## src/rtl/fft_out_reorder_if.sv

```systemverilog
`default_nettype none
// ============================================================================
//  Module      : fft_out_reorder_if
//  Description : Stream bundle around the FFT output reorder buffer. It carries
//                the bit-reversed input stream from the FFT core and the
//                natural-order output stream.
//  Revision    : 1.0  initial release
// ============================================================================
interface fft_out_reorder_if #(
    parameter int X_WDTH = 16
);
    logic [2*X_WDTH-1:0] din;
    logic                din_nd;
    logic                overflow_in;
    logic [2*X_WDTH-1:0] dout;
    logic                dout_nd;
    logic                dout_first;
    logic                overflow_out;

    // Environment view: drives the FFT-side stream and observes the output
    modport master (
        output din, din_nd, overflow_in,
        input  dout, dout_nd, dout_first, overflow_out
    );

    // Reorder buffer view
    modport slave (
        input  din, din_nd, overflow_in,
        output dout, dout_nd, dout_first, overflow_out
    );
endinterface
`default_nettype wire

```

## src/rtl/fft_out_reorder.sv

```systemverilog
`default_nettype none
// ============================================================================
//  Module      : fft_out_reorder
//  Description : Ping-pong reorder buffer. It takes the FFT core's
//                bit-reversed output and re-emits every N-point frame as an
//                unbroken N-cycle burst in natural bin order. The burst carries
//                a first-bin marker and the overflow flag for that frame.
//  Revision    : 1.0  initial release
// ============================================================================
module fft_out_reorder #(
    parameter int N      = 8,
    parameter int NLOG2  = 3,
    parameter int X_WDTH = 16
) (
    input  wire logic           clk,
    input  wire logic           rst_n,
    fft_out_reorder_if.slave    bus
);
    localparam int               c_DW   = 2 * X_WDTH;
    localparam logic [NLOG2-1:0] c_LAST = NLOG2'(N - 1);
    localparam logic [NLOG2-1:0] c_ONE  = NLOG2'(1);

    typedef enum logic [0:0] {
        S_IDLE  = 1'b0,
        S_BURST = 1'b1
    } rd_state_t;

    // Two banks of N words. The bank bit is the address MSB.
    logic [c_DW-1:0]  r_mem [0:2*N-1];

    logic [NLOG2-1:0] r_wr_cnt;
    logic             r_wr_bank;
    logic             r_wr_sticky;

    rd_state_t        r_state;
    logic [NLOG2-1:0] r_rd_cnt;
    logic             r_rd_bank;
    logic             r_rd_sticky;

    logic [c_DW-1:0]  r_dout;
    logic             r_dout_nd;
    logic             r_dout_first;
    logic             r_overflow_out;

    logic [NLOG2-1:0] w_wr_addr_rev;
    logic             w_frame_done;

    // Sample k of the frame belongs at bin bitrev(k)
    generate
        for (genvar gi = 0; gi < NLOG2; gi++) begin : g_bitrev
            assign w_wr_addr_rev[gi] = r_wr_cnt[NLOG2-1-gi];
        end
    endgenerate

    assign w_frame_done = bus.din_nd && (r_wr_cnt == c_LAST);

    // Buffer write. The contents need no reset because every word is
    // rewritten before its bank is ever read.
    always_ff @(posedge clk) begin
        if (bus.din_nd) begin
            r_mem[{r_wr_bank, w_wr_addr_rev}] <= bus.din;
        end
    end

    // Write side: arrival counter, bank select and per-frame sticky overflow
    always_ff @(posedge clk or negedge rst_n) begin
        if (!rst_n) begin
            r_wr_cnt    <= '0;
            r_wr_bank   <= 1'b0;
            r_wr_sticky <= 1'b0;
        end else if (bus.din_nd) begin
            r_wr_cnt <= r_wr_cnt + c_ONE;
            if (w_frame_done) begin
                // The completed frame's flag moves to the read side, and the
                // next frame starts clean.
                r_wr_bank   <= ~r_wr_bank;
                r_wr_sticky <= 1'b0;
            end else begin
                r_wr_sticky <= r_wr_sticky | bus.overflow_in;
            end
        end
    end

    // Read side: issue addresses 0..N-1 back to back and register the RAM output
    always_ff @(posedge clk or negedge rst_n) begin
        if (!rst_n) begin
            r_state        <= S_IDLE;
            r_rd_cnt       <= '0;
            r_rd_bank      <= 1'b0;
            r_rd_sticky    <= 1'b0;
            r_dout         <= '0;
            r_dout_nd      <= 1'b0;
            r_dout_first   <= 1'b0;
            r_overflow_out <= 1'b0;
        end else begin
            case (r_state)
                S_BURST: begin
                    r_dout       <= r_mem[{r_rd_bank, r_rd_cnt}];
                    r_dout_nd    <= 1'b1;
                    r_dout_first <= (r_rd_cnt == '0);
                    if (r_rd_cnt == '0) begin
                        r_overflow_out <= r_rd_sticky;
                    end
                    r_rd_cnt <= r_rd_cnt + c_ONE;
                    if (r_rd_cnt == c_LAST) begin
                        r_state <= S_IDLE;
                    end
                end
                default: begin
                    r_dout_nd    <= 1'b0;
                    r_dout_first <= 1'b0;
                end
            endcase
            // A completed frame always starts a new burst. Back to back, this
            // coincides with the previous burst's last address.
            if (w_frame_done) begin
                r_state     <= S_BURST;
                r_rd_cnt    <= '0;
                r_rd_bank   <= r_wr_bank;
                r_rd_sticky <= r_wr_sticky | bus.overflow_in;
            end
        end
    end

    assign bus.dout         = r_dout;
    assign bus.dout_nd      = r_dout_nd;
    assign bus.dout_first   = r_dout_first;
    assign bus.overflow_out = r_overflow_out;

endmodule
`default_nettype wire

```

## src/flat_wrapper.sv

```systemverilog
// flat-port wrapper written by rule: the top's interface ports become plain ports
module fft_out_reorder_flat 
#(
    parameter int N      = 8,
    parameter int NLOG2  = 3,
    parameter int X_WDTH = 16
)
  (clk, rst_n, bus_din, bus_din_nd, bus_overflow_in, bus_dout, bus_dout_nd, bus_dout_first, bus_overflow_out);
  fft_out_reorder_if #(.X_WDTH(X_WDTH)) bus_i ();
  input  wire logic clk;
  input  wire logic rst_n;
  input wire logic [$bits(bus_i.din)-1:0] bus_din;
  input wire logic [$bits(bus_i.din_nd)-1:0] bus_din_nd;
  input wire logic [$bits(bus_i.overflow_in)-1:0] bus_overflow_in;
  output wire logic [$bits(bus_i.dout)-1:0] bus_dout;
  output wire logic [$bits(bus_i.dout_nd)-1:0] bus_dout_nd;
  output wire logic [$bits(bus_i.dout_first)-1:0] bus_dout_first;
  output wire logic [$bits(bus_i.overflow_out)-1:0] bus_overflow_out;
  assign bus_i.din = bus_din;
  assign bus_i.din_nd = bus_din_nd;
  assign bus_i.overflow_in = bus_overflow_in;
  assign bus_dout = bus_i.dout;
  assign bus_dout_nd = bus_i.dout_nd;
  assign bus_dout_first = bus_i.dout_first;
  assign bus_overflow_out = bus_i.overflow_out;
  fft_out_reorder #(.N(N), .NLOG2(NLOG2), .X_WDTH(X_WDTH)) u_core (.clk(clk), .rst_n(rst_n), .bus(bus_i));
endmodule
```

## config.mk

```make
export PLATFORM = sky130hd
export DESIGN_NAME = fft_out_reorder_flat
export DESIGN_NICKNAME = d
export VERILOG_FILES = /design/src/rtl/fft_out_reorder_if.sv /design/src/rtl/fft_out_reorder.sv /design/src/flat_wrapper.sv
export SDC_FILE = /design/constraint.sdc
export NUM_CORES = 1
export LEC_CHECK = 0
export BUFFER_PORTS_ARGS = -buffer_cell sky130_fd_sc_hd__buf_2
export CAP_MARGIN = 40
export CORE_MARGIN = 3
export CORE_UTILIZATION = 30
export DETAILED_ROUTE_END_ITERATION = 16
export HOLD_SLACK_MARGIN = 0.06
export SKIP_LAST_GASP = 1
export SLEW_MARGIN = 20
export SYNTH_ARGS = -nofsm -noshare
export SYNTH_HDL_FRONTEND = slang
export SYNTH_SLANG_ARGS = --single-unit
```

## constraint.sdc

```tcl
create_clock -name clk -period 5.35 [get_ports clk]
set_input_delay 0.8025 -clock clk [delete_from_list [all_inputs] [get_ports clk]]
set_output_delay 0.8025 -clock clk [all_outputs]
set_load 0.02 [all_outputs]
```

==> flow_metrics.tcl <==
set metrics [dict create \
    regToRegSetupSlack_ns 2.68 \
    final-max-slew-violation-count 0 \
    die_h_um 272.8 \
    postRouteAntennaNets 0 \
    synth.area.top_cells "edfxtp_1, mux4_2, dfrtp_1, a221oi_2, mux4_1" \
    whs_ns 0.1822 \
    cts.repair.resized 0 \
    dr.pass1.iters 5 \
    worst_setup_path_start_kind "flip-flop" \
    pre_cts_ws_ns 2.433 \
    setup_violations 0 \
    synth_edf_count 512 \
    clock_sinks 558 \
    cts_tree "built" \
    skew_ns 0.02583 \
    yosys.area.top_type "edfxtp_1" \
    ys_seq_area_frac 0.7739 \
    portBuffers 70 \
    outcome "finished, final reports clean" \
    num_io_pins 71 \
    drc 0 \
    r2r-start "u_core.r_rd_cnt[2]" \
    hpwl_um 25830 \
    drt-initial-drc-count 714 \
    avgRoutedWirePerCell_um 23.28 \
    synth_cells 925 \
    finalCritPeriodShare 0.4991 \
    reg2reg_to "u_core.bus.dout[31]" \
    syn_nets 966 \
    grt_overflow 0 \
    cp-startpoint "u_core.r_rd_cnt[2]" \
    crit_fanout 66 \
    cp.depth 4 \
    powerDensity_nw_per_um2 525.1 \
    syn-cell-area_um2 21350 \
    wirelength_um 46940 \
    synth.top_cell.area_share 0.7200 \
    root_buffer "clkbuf_16" \
    antenna_cells 0 \
    fin_ws_ns 2.680 \
    avgSynthCellArea_um2 23.09 \
    post_cts_buffers 0 \
    slowest_stage "dfrtp_4" \
    fp.coreArea_um2 70270 \
    htree_levels 2 \
    grt_util_all_layers 0.1270 \
    cp_cell_sequence "buf_12 > mux4_1 > mux2i_1 > a221oi_2" \
    slowest_delay_ns 0.92 \
    rr_worst_depth 4 \
    clk_latency_ns 0.58 \
    path_class "reg2reg" \
    cts_made_buffers 52 \
    async_reset_ff_frac 0.08244 \
    grt_pass1_vias 10320 \
    final-hold-violation-count 0 \
    yosysMostFrequentCell "edfxtp_1" \
    irDropWorstVdd_v 0.0003445 \
    dieArea_um2 74420 \
    fin_crit_ns 2.670 \
    grt_setup_unrepaired "false" \
    wl_met3_um 2204 \
    fillCellCount 6419 \
    hold_buffers 0 \
    slew_headroom 0.4340 \
    crit_path_end_kind "flip-flop" \
    fin_util 0.3504 \
    tightest_slew_ns 0.8490 \
    grt_pass1_wl_um 69890 \
    antenna_found_initial 1 \
    wl_met1_um 20360 \
    required_ns 5.76 \
    row_count 97 \
    via_per_inst 4.802 \
    grt_max_degree 67 \
    area_growth_pct 15.30 \
    synth_cell_types 31 \
    wl_met2_um 23420 \
    path_buf_inv 1 \
    clk_pin_slew_ns 0.06 \
    synthTopCellsByCount "edfxtp_1, mux4_2, dfrtp_1, nor2_1, mux2i_1" \
    worstSetupEndpoint "u_core.bus.dout[31]" \
    drive_gt1_frac 0.3299 \
    hold_class "in2async" \
    highest_layer "met4" \
    cts_buffer_depth 3 \
    finalNetCount 1073 \
    max_cap_viol_count 0 \
    max_freq_mhz 374.5 \
    fp.dieW_um 272.8 \
    leakage_nw 7.872 \
    via_count 9681 \
    finalSetupTns_ns 0 \
    cp_top_family "multiplexers" \
    ys.flop_type "edfxtp_1" \
    cp.arrival_ns 3.08 \
    ys_ff_latch 558 \
    gp_congestion 0.7026 \
    yosysWarnings 0 \
    p_total_w 0.01293 \
    initial_core_util 0.3039 \
]
-- metrics by stage --
step	std cells	cell area, µm²
2_1_floorplan	925	21350
3_5_place_dp	1917	22920
5_1_grt	2016	24620
4_1_cts	2015	24610
3_3_place_gp	1913	22850
6_report	2016	24620
-- power breakdown --
group          total [W]  switching [W]  leakage, nW  internal [W]
clock network    0.00363        0.00155        0.824       0.00209
registers        0.00579       0.000447         5.14       0.00535
logic            0.00350        0.00195         1.91       0.00155
-- state kept, by name (all words and copies together), names as in the netlist --
signal and cells:
u_core.r_mem 512, u_core.bus.dout 32, u_core.r_rd_cnt 3, u_core.r_wr_cnt 3
u_core.bus.dout_first 1, u_core.bus.dout_nd 1, u_core.bus.overflow_out 1, u_core.r_rd_bank 1
u_core.r_rd_sticky 1, u_core.r_state 1, u_core.r_wr_bank 1, u_core.r_wr_sticky 1
-- worst register-to-register path, stage by stage (launching register included) --
cell and delay [ns]:
dfrtp_4 0.92, buf_12 0.46, mux4_1 0.69, mux2i_1 0.32, a221oi_2 0.12
-- cells by family after synthesis --
logic type,count (synthesis),share of synthesized area
flip-flops,558,0.7739
multiplexers,166,0.1560
AO/OA/AOI/OAI,71,0.03322
AND/OR/NAND/NOR,65,0.01318
buffers and inverters,57,0.01951
adder cells (fa/ha/maj),5,0.002930
XOR/XNOR,3,0.001231
-- final cells by class --
type,instances,area (µm²),area share
Clock buffer,72,1448,0.05880
Timing Repair Buffer,107,685.7,0.02785
Sequential cell,558,16540,0.6717
Multi-Input combinational cell,310,4519,0.1836
Clock inverter,26,241.5,0.009808
Tap cell,940,1176,0.04777
Inverter,3,12.51,0.0005082
-- per-layer routing --
metal  vias to the layer above  GRT usage
met1                      5246     0.1708
met5                         -          0
li1                       4147          -
met4                         0    0.03318
met2                       230     0.2138
met3                        58    0.02186
-- how the worst min path moves through the flow --
stage	from	cells past startpoint	slack (ns)	endpoint
floorplan	u_core.r_state	0	0.35	u_core.bus.dout_nd
global placement	u_core.r_rd_sticky	2	0.47	u_core.r_rd_sticky
detailed placement	u_core.r_rd_sticky	2	0.49	u_core.r_rd_sticky
CTS	rst_n	2	0.16	u_core.bus.dout[13]
global route	rst_n	2	0.17	u_core.bus.dout[13]
finish	rst_n	2	0.18	u_core.bus.dout[13]
-- cells in the final DEF, fill, tap and decap left out, types with 4 or more instances in the layout --
cell type,synthesis,layout
mux2_2,4,4
clkbuf_1,16,14
nor2_4,0,7
mux2i_1,34,34
o22ai_1,32,32
buf_2,7,70
bufinv_16,0,4
nor2_1,41,34
clkbuf_8,0,5
a21oi_1,5,5
dfrtp_1,46,42
a221oi_2,31,31
clkbuf_16,0,53
clkinv_2,1,11
nand2_1,5,5
nor3_2,0,8
edfxtp_1,512,512
clkinv_1,0,6
buf_4,12,33
ha_1,5,5
mux4_2,111,111
mux4_1,17,17
Power figures use the tool's default switching activity.
